<file path="config.mk">
export PLATFORM = sky130hd
export DESIGN_NAME = class_hvec_scan_ctrl
export DESIGN_NICKNAME = d
export VERILOG_FILES = /design/src/rtl/class_hvec_scan_ctrl.sv
export SDC_FILE = /design/constraint.sdc
export NUM_CORES = 1
export LEC_CHECK = 0
export CAP_MARGIN = 20
export CORE_MARGIN = 5
export CORE_UTILIZATION = 39
export CTS_CLUSTER_DIAMETER = 100
export DETAILED_ROUTE_END_ITERATION = 12
export GPL_ROUTABILITY_DRIVEN = 0
export HOLD_SLACK_MARGIN = 0.03
export PLACE_DENSITY_LB_ADDON = 0.05
export SYNTH_ARGS = -nofsm -noshare
export SYNTH_HDL_FRONTEND = slang
export SYNTH_SLANG_ARGS = --single-unit
</file>
<file path="constraint.sdc">
create_clock -name clk -period 1.9 [get_ports clk]
set_clock_uncertainty 0.15 [all_clocks]
set_input_delay 0.475 -clock clk [delete_from_list [all_inputs] [get_ports clk]]
set_output_delay 0.475 -clock clk [all_outputs]
set_load 0.02 [all_outputs]
</file>
<file path="src/rtl/class_hvec_scan_ctrl.sv">
// -----------------------------------------------------------------------------
// class_hvec_scan_ctrl
//
// Sequencer for the class hypervector ROM. A start pulse latches a class mask.
// The block then addresses every enabled class in ascending order, and every
// frame within each class. Each ROM slice is registered into a single output
// stage. That stage is offered downstream over a valid/ready handshake, one
// beat per cycle when there is no backpressure.
//
// Ports
//   clk, rst_n      clock (rising edge), asynchronous active-low reset
//   start_i         one-cycle pulse that starts a scan (only honoured in IDLE)
//   abort_i         cancels a scan in progress (takes priority over everything)
//   class_mask_i    per-class enable, latched when a start is accepted
//   frame_id_o      ROM address, class part
//   frame_index_o   ROM address, frame part
//   class_vec_i     ROM data, combinational from the address outputs
//   out_valid_o     beat valid
//   out_ready_i     downstream accepts the beat
//   out_data_o      registered class-vector slice
//   out_class_o     class tag of the beat
//   out_frame_o     frame tag of the beat
//   out_last_o      final beat of the scan
//   busy_o          controller is not IDLE
//   done_o          one-cycle pulse after the last beat has been accepted
// -----------------------------------------------------------------------------
module class_hvec_scan_ctrl #(
  parameter int DI_PARALLEL_W_BITS = 64,
  parameter int N_CLASSES          = 8,
  parameter int N_FRAMES           = 3,
  parameter int CLASS_W            = 3,
  parameter int FRAME_W            = 2
) (
  input  logic                          clk,
  input  logic                          rst_n,
  input  logic                          start_i,
  input  logic                          abort_i,
  input  logic [N_CLASSES-1:0]          class_mask_i,
  output logic [CLASS_W-1:0]            frame_id_o,
  output logic [FRAME_W-1:0]            frame_index_o,
  input  logic [DI_PARALLEL_W_BITS-1:0] class_vec_i,
  output logic                          out_valid_o,
  input  logic                          out_ready_i,
  output logic [DI_PARALLEL_W_BITS-1:0] out_data_o,
  output logic [CLASS_W-1:0]            out_class_o,
  output logic [FRAME_W-1:0]            out_frame_o,
  output logic                          out_last_o,
  output logic                          busy_o,
  output logic                          done_o
);

  typedef enum logic [1:0] {
    IDLE  = 2'd0,
    RUN   = 2'd1,
    DRAIN = 2'd2,
    FIN   = 2'd3
  } state_t;

  localparam logic [FRAME_W-1:0] LAST_FRAME = FRAME_W'(N_FRAMES - 1);

  state_t                          state_q, state_d;
  logic [N_CLASSES-1:0]            mask_q, mask_d;
  logic [CLASS_W-1:0]              frame_id_q, frame_id_d;
  logic [FRAME_W-1:0]              frame_index_q, frame_index_d;

  logic [DI_PARALLEL_W_BITS-1:0]   data_p0, data_nxt;
  logic [CLASS_W-1:0]              class_p0, class_nxt;
  logic [FRAME_W-1:0]              frame_p0, frame_nxt;
  logic                            vld_p0, vld_nxt;
  logic                            last_p0, last_nxt;

  logic                            load;
  logic                            at_last_addr;
  logic [CLASS_W-1:0]              top_class;

  // Lowest enabled class in a mask (0 when the mask is empty).
  function automatic logic [CLASS_W-1:0] lowest_class(input logic [N_CLASSES-1:0] m);
    logic [CLASS_W-1:0] r;
    r = '0;
    for (int c = N_CLASSES - 1; c >= 0; c--) begin
      if (m[c]) r = CLASS_W'(c);
    end
    return r;
  endfunction

  // Highest enabled class in a mask (0 when the mask is empty).
  function automatic logic [CLASS_W-1:0] highest_class(input logic [N_CLASSES-1:0] m);
    logic [CLASS_W-1:0] r;
    r = '0;
    for (int c = 0; c < N_CLASSES; c++) begin
      if (m[c]) r = CLASS_W'(c);
    end
    return r;
  endfunction

  // First enabled class strictly above cur. If there is none, cur is returned.
  // The caller never asks beyond the top class, because the top class ends the scan.
  function automatic logic [CLASS_W-1:0] next_class(input logic [N_CLASSES-1:0] m,
                                                    input logic [CLASS_W-1:0]   cur);
    logic [CLASS_W-1:0] r;
    logic               found;
    r     = cur;
    found = 1'b0;
    for (int c = 0; c < N_CLASSES; c++) begin
      if (!found && (c > int'(cur)) && m[c]) begin
        r     = CLASS_W'(c);
        found = 1'b1;
      end
    end
    return r;
  endfunction

  assign top_class    = highest_class(mask_q);
  assign at_last_addr = (frame_id_q == top_class) && (frame_index_q == LAST_FRAME);
  // The output stage can take a new slice when it is empty or is being emptied this cycle.
  assign load         = !vld_p0 || out_ready_i;

  always_comb begin
    state_d       = state_q;
    mask_d        = mask_q;
    frame_id_d    = frame_id_q;
    frame_index_d = frame_index_q;
    data_nxt      = data_p0;
    class_nxt     = class_p0;
    frame_nxt     = frame_p0;
    vld_nxt       = vld_p0;
    last_nxt      = last_p0;

    unique case (state_q)
      IDLE: begin
        if (start_i) begin
          if (|class_mask_i) begin
            mask_d        = class_mask_i;
            frame_id_d    = lowest_class(class_mask_i);
            frame_index_d = '0;
            state_d       = RUN;
          end else begin
            state_d = FIN;
          end
        end
      end

      RUN: begin
        if (load) begin
          data_nxt  = class_vec_i;
          class_nxt = frame_id_q;
          frame_nxt = frame_index_q;
          vld_nxt   = 1'b1;
          last_nxt  = at_last_addr;
          if (at_last_addr) begin
            // The address holds here. Only the final beat remains, to be drained.
            state_d = DRAIN;
          end else if (frame_index_q == LAST_FRAME) begin
            frame_index_d = '0;
            frame_id_d    = next_class(mask_q, frame_id_q);
          end else begin
            frame_index_d = frame_index_q + FRAME_W'(1);
          end
        end
      end

      DRAIN: begin
        if (vld_p0 && out_ready_i) begin
          vld_nxt  = 1'b0;
          last_nxt = 1'b0;
          state_d  = FIN;
        end
      end

      FIN: begin
        state_d = IDLE;
      end

      default: begin
        state_d = IDLE;
      end
    endcase

    // Abort overrides both the start pulse and the handshake, and gives no done pulse.
    if (abort_i && (state_q != IDLE)) begin
      state_d  = IDLE;
      vld_nxt  = 1'b0;
      last_nxt = 1'b0;
    end
  end

  // Control and address registers
  always_ff @(posedge clk or negedge rst_n) begin
    if (!rst_n) begin
      state_q       <= IDLE;
      mask_q        <= '0;
      frame_id_q    <= '0;
      frame_index_q <= '0;
    end else begin
      state_q       <= state_d;
      mask_q        <= mask_d;
      frame_id_q    <= frame_id_d;
      frame_index_q <= frame_index_d;
    end
  end

  // ---- stage p0: registered ROM slice with tags, offered downstream ----
  always_ff @(posedge clk or negedge rst_n) begin
    if (!rst_n) begin
      data_p0  <= '0;
      class_p0 <= '0;
      frame_p0 <= '0;
      vld_p0   <= 1'b0;
      last_p0  <= 1'b0;
    end else begin
      data_p0  <= data_nxt;
      class_p0 <= class_nxt;
      frame_p0 <= frame_nxt;
      vld_p0   <= vld_nxt;
      last_p0  <= last_nxt;
    end
  end

  assign frame_id_o    = frame_id_q;
  assign frame_index_o = frame_index_q;
  assign out_data_o    = data_p0;
  assign out_class_o   = class_p0;
  assign out_frame_o   = frame_p0;
  assign out_valid_o   = vld_p0;
  assign out_last_o    = last_p0;
  assign busy_o        = (state_q != IDLE);
  assign done_o        = (state_q == FIN);

endmodule

</file>
==> impl_metrics.json, run 1 <==
{
  "status": "finished with violations",
  "failed_checks": "setup timing",
  "vias_per_cell": 5.01,
  "worst_path_max_stage_delay_ps": 490,
  "cts.root.buffer_cell": "clkbuf_8",
  "globalRouteTotalUtil": 0.180,
  "hold_path_class": "in -> reg",
  "top_family_by_delay_on_critical_path": "compound AO/OA/AOI/OAI gates",
  "static_leak_nw": 2.78,
  "globalRoute.totalOverflow": 0,
  "htree_levels": 3,
  "drv_slew": 0,
  "max-cap-violations": 0,
  "critical_path_class": "reg -> reg",
  "clock.fmax_mhz": 486,
  "synth_async_reset_ratio": 1.00,
  "share_of_the_synthesized_area_in_compound_gates_ao_oa_aoi_oai": 0.0918,
  "cellInternalPower_mw": 6.94,
  "hold_slack_ps": 301,
  "synth_xor_area_frac": 0.00466,
  "synthesized_flop_and_latch_total": 85,
  "yosysUniqueCellTypes": 47,
  "design.die.area_sq_um": 11700,
  "clock_sink_count": 85,
  "wl_per_cell_microns": 17.0,
  "avgSynthCellArea_sq_um": 12.9,
  "critical_path.startpoint_type": "flip-flop",
  "row_count": 35,
  "drt_pre_antenna_iters": 5,
  "comb_power_share": 0.591,
  "post_synth_and_or_nand_nor_area_fraction": 0.0696,
  "crit_path_end_kind": "flip-flop",
  "num_antenna_cells": 0,
  "die_height_microns": 108,
  "pwr-share-clk": 0.121,
  "switching_fraction": 0.400,
  "yosys-mux-area-fraction": 0.229,
  "fin_crit_sh": 1.08,
  "timing_hold_violations_final": 0,
  "vdd.ir_drop.worst_mv": 0.860,
  "tritoncts.num_buffers": 9,
  "cts.clk_slew.worst_paths_ps": 80,
  "pwr_density_cell_nw_per_um2": 1860,
  "maximum_number_of_buffers_from_clock_root_to_sink": 2,
  "drc": 0,
  "syn_nets": 373,
  "worstPathArrival_ps": 2160,
  "share_of_post_route_cells_with_drive_strength_above_1": 0.395,
  "layout.cell_area.non_filler_sq_um": 6210,
  "critPathRequiredTime_ps": 2000,
  "grt_antenna_before_repair": 0,
  "path_cells": "nor2_4 > a221oi_4 > or3_4 > a211oi_4 > nor2b_4 > a221oi_2",
  "netlist_instances": 292,
  "critPathSlowestCell": "dfrtp_2",
  "worst_pin_slew_ps": 401,
  "post-place-cells": 605,
  "coreArea_sq_um": 9330,
  "finalWorstSetupSlack_ps": -159,
  "grt_pass1_vias": 3266,
  "maximum_number_of_pins_on_one_net_before_global_route_repair": 44,
  "die_width_microns": 108,
  "setup_repair_after_global_routing_missed_its_margin": "true",
  "area_growth_pct": 65.2,
  "detailedPlacementHpwl_mm": 7.67,
  "clock_latency_ps": 350,
  "final-setup-viol-count": 6,
  "drt_iter0_drc": 129,
  "worstPathBufferInverterCount": 0,
  "wire_length_of_the_first_global_routing_pass_mm": 16.5,
  "io_pins": 155,
  "synthesis.area_sq_um": 3760,
  "p_switching_mw": 4.63,
  "fin_crit_ps": 2060,
  "final_net_count": 579,
  "num_vias": 3158,
  "ys_warn_count": 0,
  "clock_tree_from_tritoncts": "yes",
  "final-instance-count-excl-fill": 630,
  "synth_adder_area_share": 0.0133,
  "placedInstanceArea_sq_um": 5820,
  "initial_core_util": 0.403,
  "worst-path-max-fanout": 7,
  "wl_mm": 10.7,
  "utilization": 0.666,
  "share_seq_of_total_power": 0.288,
  "synth_top_flop_cell": "dfrtp_1",
  "main_combinational_cell_family_by_area_after_synthesis": "multiplexers",
  "synth_enable_flop_cells": 0,
  "yosysSeqAreaShare": 0.566,
  "fin_total_pwr_mw": 11.6,
  "antenna_left": 0,
  "placement.io_buffers": 154,
  "max-slew-margin-rel": 0.732
}
[path summary, 6_finish.rpt]
| path | from | end | slack, ps | cells after the start |
|---|---|---|---|---|
| min in group asynchronous | rst_n | out_data_o[45]$_DFFE_PN0P_ | 440 | 2 |
| max in group asynchronous | rst_n | out_data_o[58]$_DFFE_PN0P_ | 620 | 3 |
| worst min register to register | out_class_o[2]$_DFFE_PN0P_ | out_class_o[2]$_DFFE_PN0P_ | 330 | 2 |
| worst max-delay path | mask_q[5]$_DFFE_PN0P_ | frame_index_o[1]$_DFFE_PN0P_ | -160 | 6 |
| worst min-delay path | class_mask_i[3] | mask_q[3]$_DFFE_PN0P_ | 300 | 4 |
| worst max register to register | mask_q[5]$_DFFE_PN0P_ | frame_index_o[1]$_DFFE_PN0P_ | -160 | 6 |
[synthesized netlist by cell type, types with 2 or more instances]
| master | number | area (sq um) |
|---|---|---|
| clkbuf_1 | 11 | 41.3 |
| a21oi_1 | 10 | 50.1 |
| nand3_1 | 2 | 10.0 |
| ha_1 | 4 | 50.1 |
| o21ai_0 | 14 | 70.1 |
| o31ai_1 | 2 | 15.0 |
| o211ai_1 | 3 | 22.5 |
| buf_2 | 2 | 10.0 |
| nand2b_1 | 8 | 50.1 |
| dfrtp_1 | 85 | 2130 |
| nor3_1 | 3 | 15.0 |
| nor2_1 | 13 | 48.8 |
| a31oi_1 | 2 | 12.5 |
| mux2_2 | 73 | 822 |
| a21o_1 | 3 | 22.5 |
| nor4_1 | 2 | 12.5 |
| mux2i_1 | 4 | 40.0 |
| nor2b_1 | 2 | 12.5 |
| nand2_1 | 11 | 41.3 |
| inv_1 | 11 | 41.3 |
[sequential cells by signal, summed over array words and instances, names as in the netlist, 2 cells and up]
register / cells
out_data_o: 64
mask_q: 7
frame_id_o: 3
out_class_o: 3
frame_index_o: 2
out_frame_o: 2
state_q: 2
[power groups by stage]
stage          Clock, mW  Sequential (mW)  Combinational, mW
5_1_grt             1.51             3.47               7.30
6_report            1.40             3.33               6.84
2_1_floorplan          0             4.25               2.64
3_3_place_gp           0             3.27               6.56
4_1_cts             1.44             3.30               6.47
3_5_place_dp           0             3.32               6.66
[cell families (layout without fill, tap and decap cells)]
kind of cell | Yosys count | count (layout)
AO/OA/AOI/OAI | 50 | 50
XOR/XNOR | 2 | 2
adder cells (fa/ha/maj) | 4 | 4
buffers and inverters | 25 | 234
flip-flops | 85 | 85
multiplexers | 77 | 77
AND/OR/NAND/NOR | 49 | 49
[tightest hold or removal path, stage by stage]
cell and delay, ps:
clkbuf_2 90, buf_4 110, nand2_1 40, o21ai_0 60
[cell type report]
| cell class | count | area [sq um] |
|---|---|---|
| Inverter | 11 | 41.3 |
| Fill cell | 760 | 3120 |
| Clock inverter | 4 | 73.8 |
| Timing Repair Buffer | 209 | 1900 |
| Tap cell | 129 | 161 |
| Sequential cell | 85 | 2140 |
| Multi-Input combinational cell | 182 | 1770 |
| Clock buffer | 10 | 138 |
[placed cells by master, fill, tap and decap left out, types with 7 or more instances in the layout]
cell / instances
clkbuf_8: 10
o21ai_0: 10
inv_1: 7
mux2_2: 71
buf_4: 45
nand2_1: 10
dfrtp_2: 7
clkdlybuf4s50_1: 67
nor2_1: 10
dlygate4sd2_1: 73
dfrtp_1: 78
[metal layers]
metal  up-vias  routed length [microns]  GRT usage
li1       1453                        -          -
met1      1554                     4390      0.229
met2       130                     5240      0.296
met3        21                      829     0.0448
met4         0                      263     0.0730
met5         -                        0          0
[through the flow]
stage / TNS (ps) / setup WS [ps]
floorplan: -740 / -150
global placement: -25750 / -627
detailed placement: -25930 / -671
CTS: -388 / -89.4
global route: -1040 / -211
finish: -516 / -159
[timing repair]
action | CTS | global route
pin swaps | 11 | 13
setup endpoints to repair | 93 | 79
cloned | 0 | 0
endpoints found under the hold margin | 19 | 0
hold buffers | 1 | 0
gates resized for setup | 133 | 40
setup buffers | 7 | 3
(Power assumes the default switching activity.)
==> inputs of run 2 (changes only) <==
- CTS_CLUSTER_SIZE: not set -> 16
==> results of run 2 <==
No change in the layout: final DEF, timing and power equal those of run 1.
==> inputs of run 3 (changes only) <==
- CTS_CLUSTER_SIZE: 16 -> 14
==> results of run 3 <==
No change in the layout: final DEF, timing and power equal those of run 1.
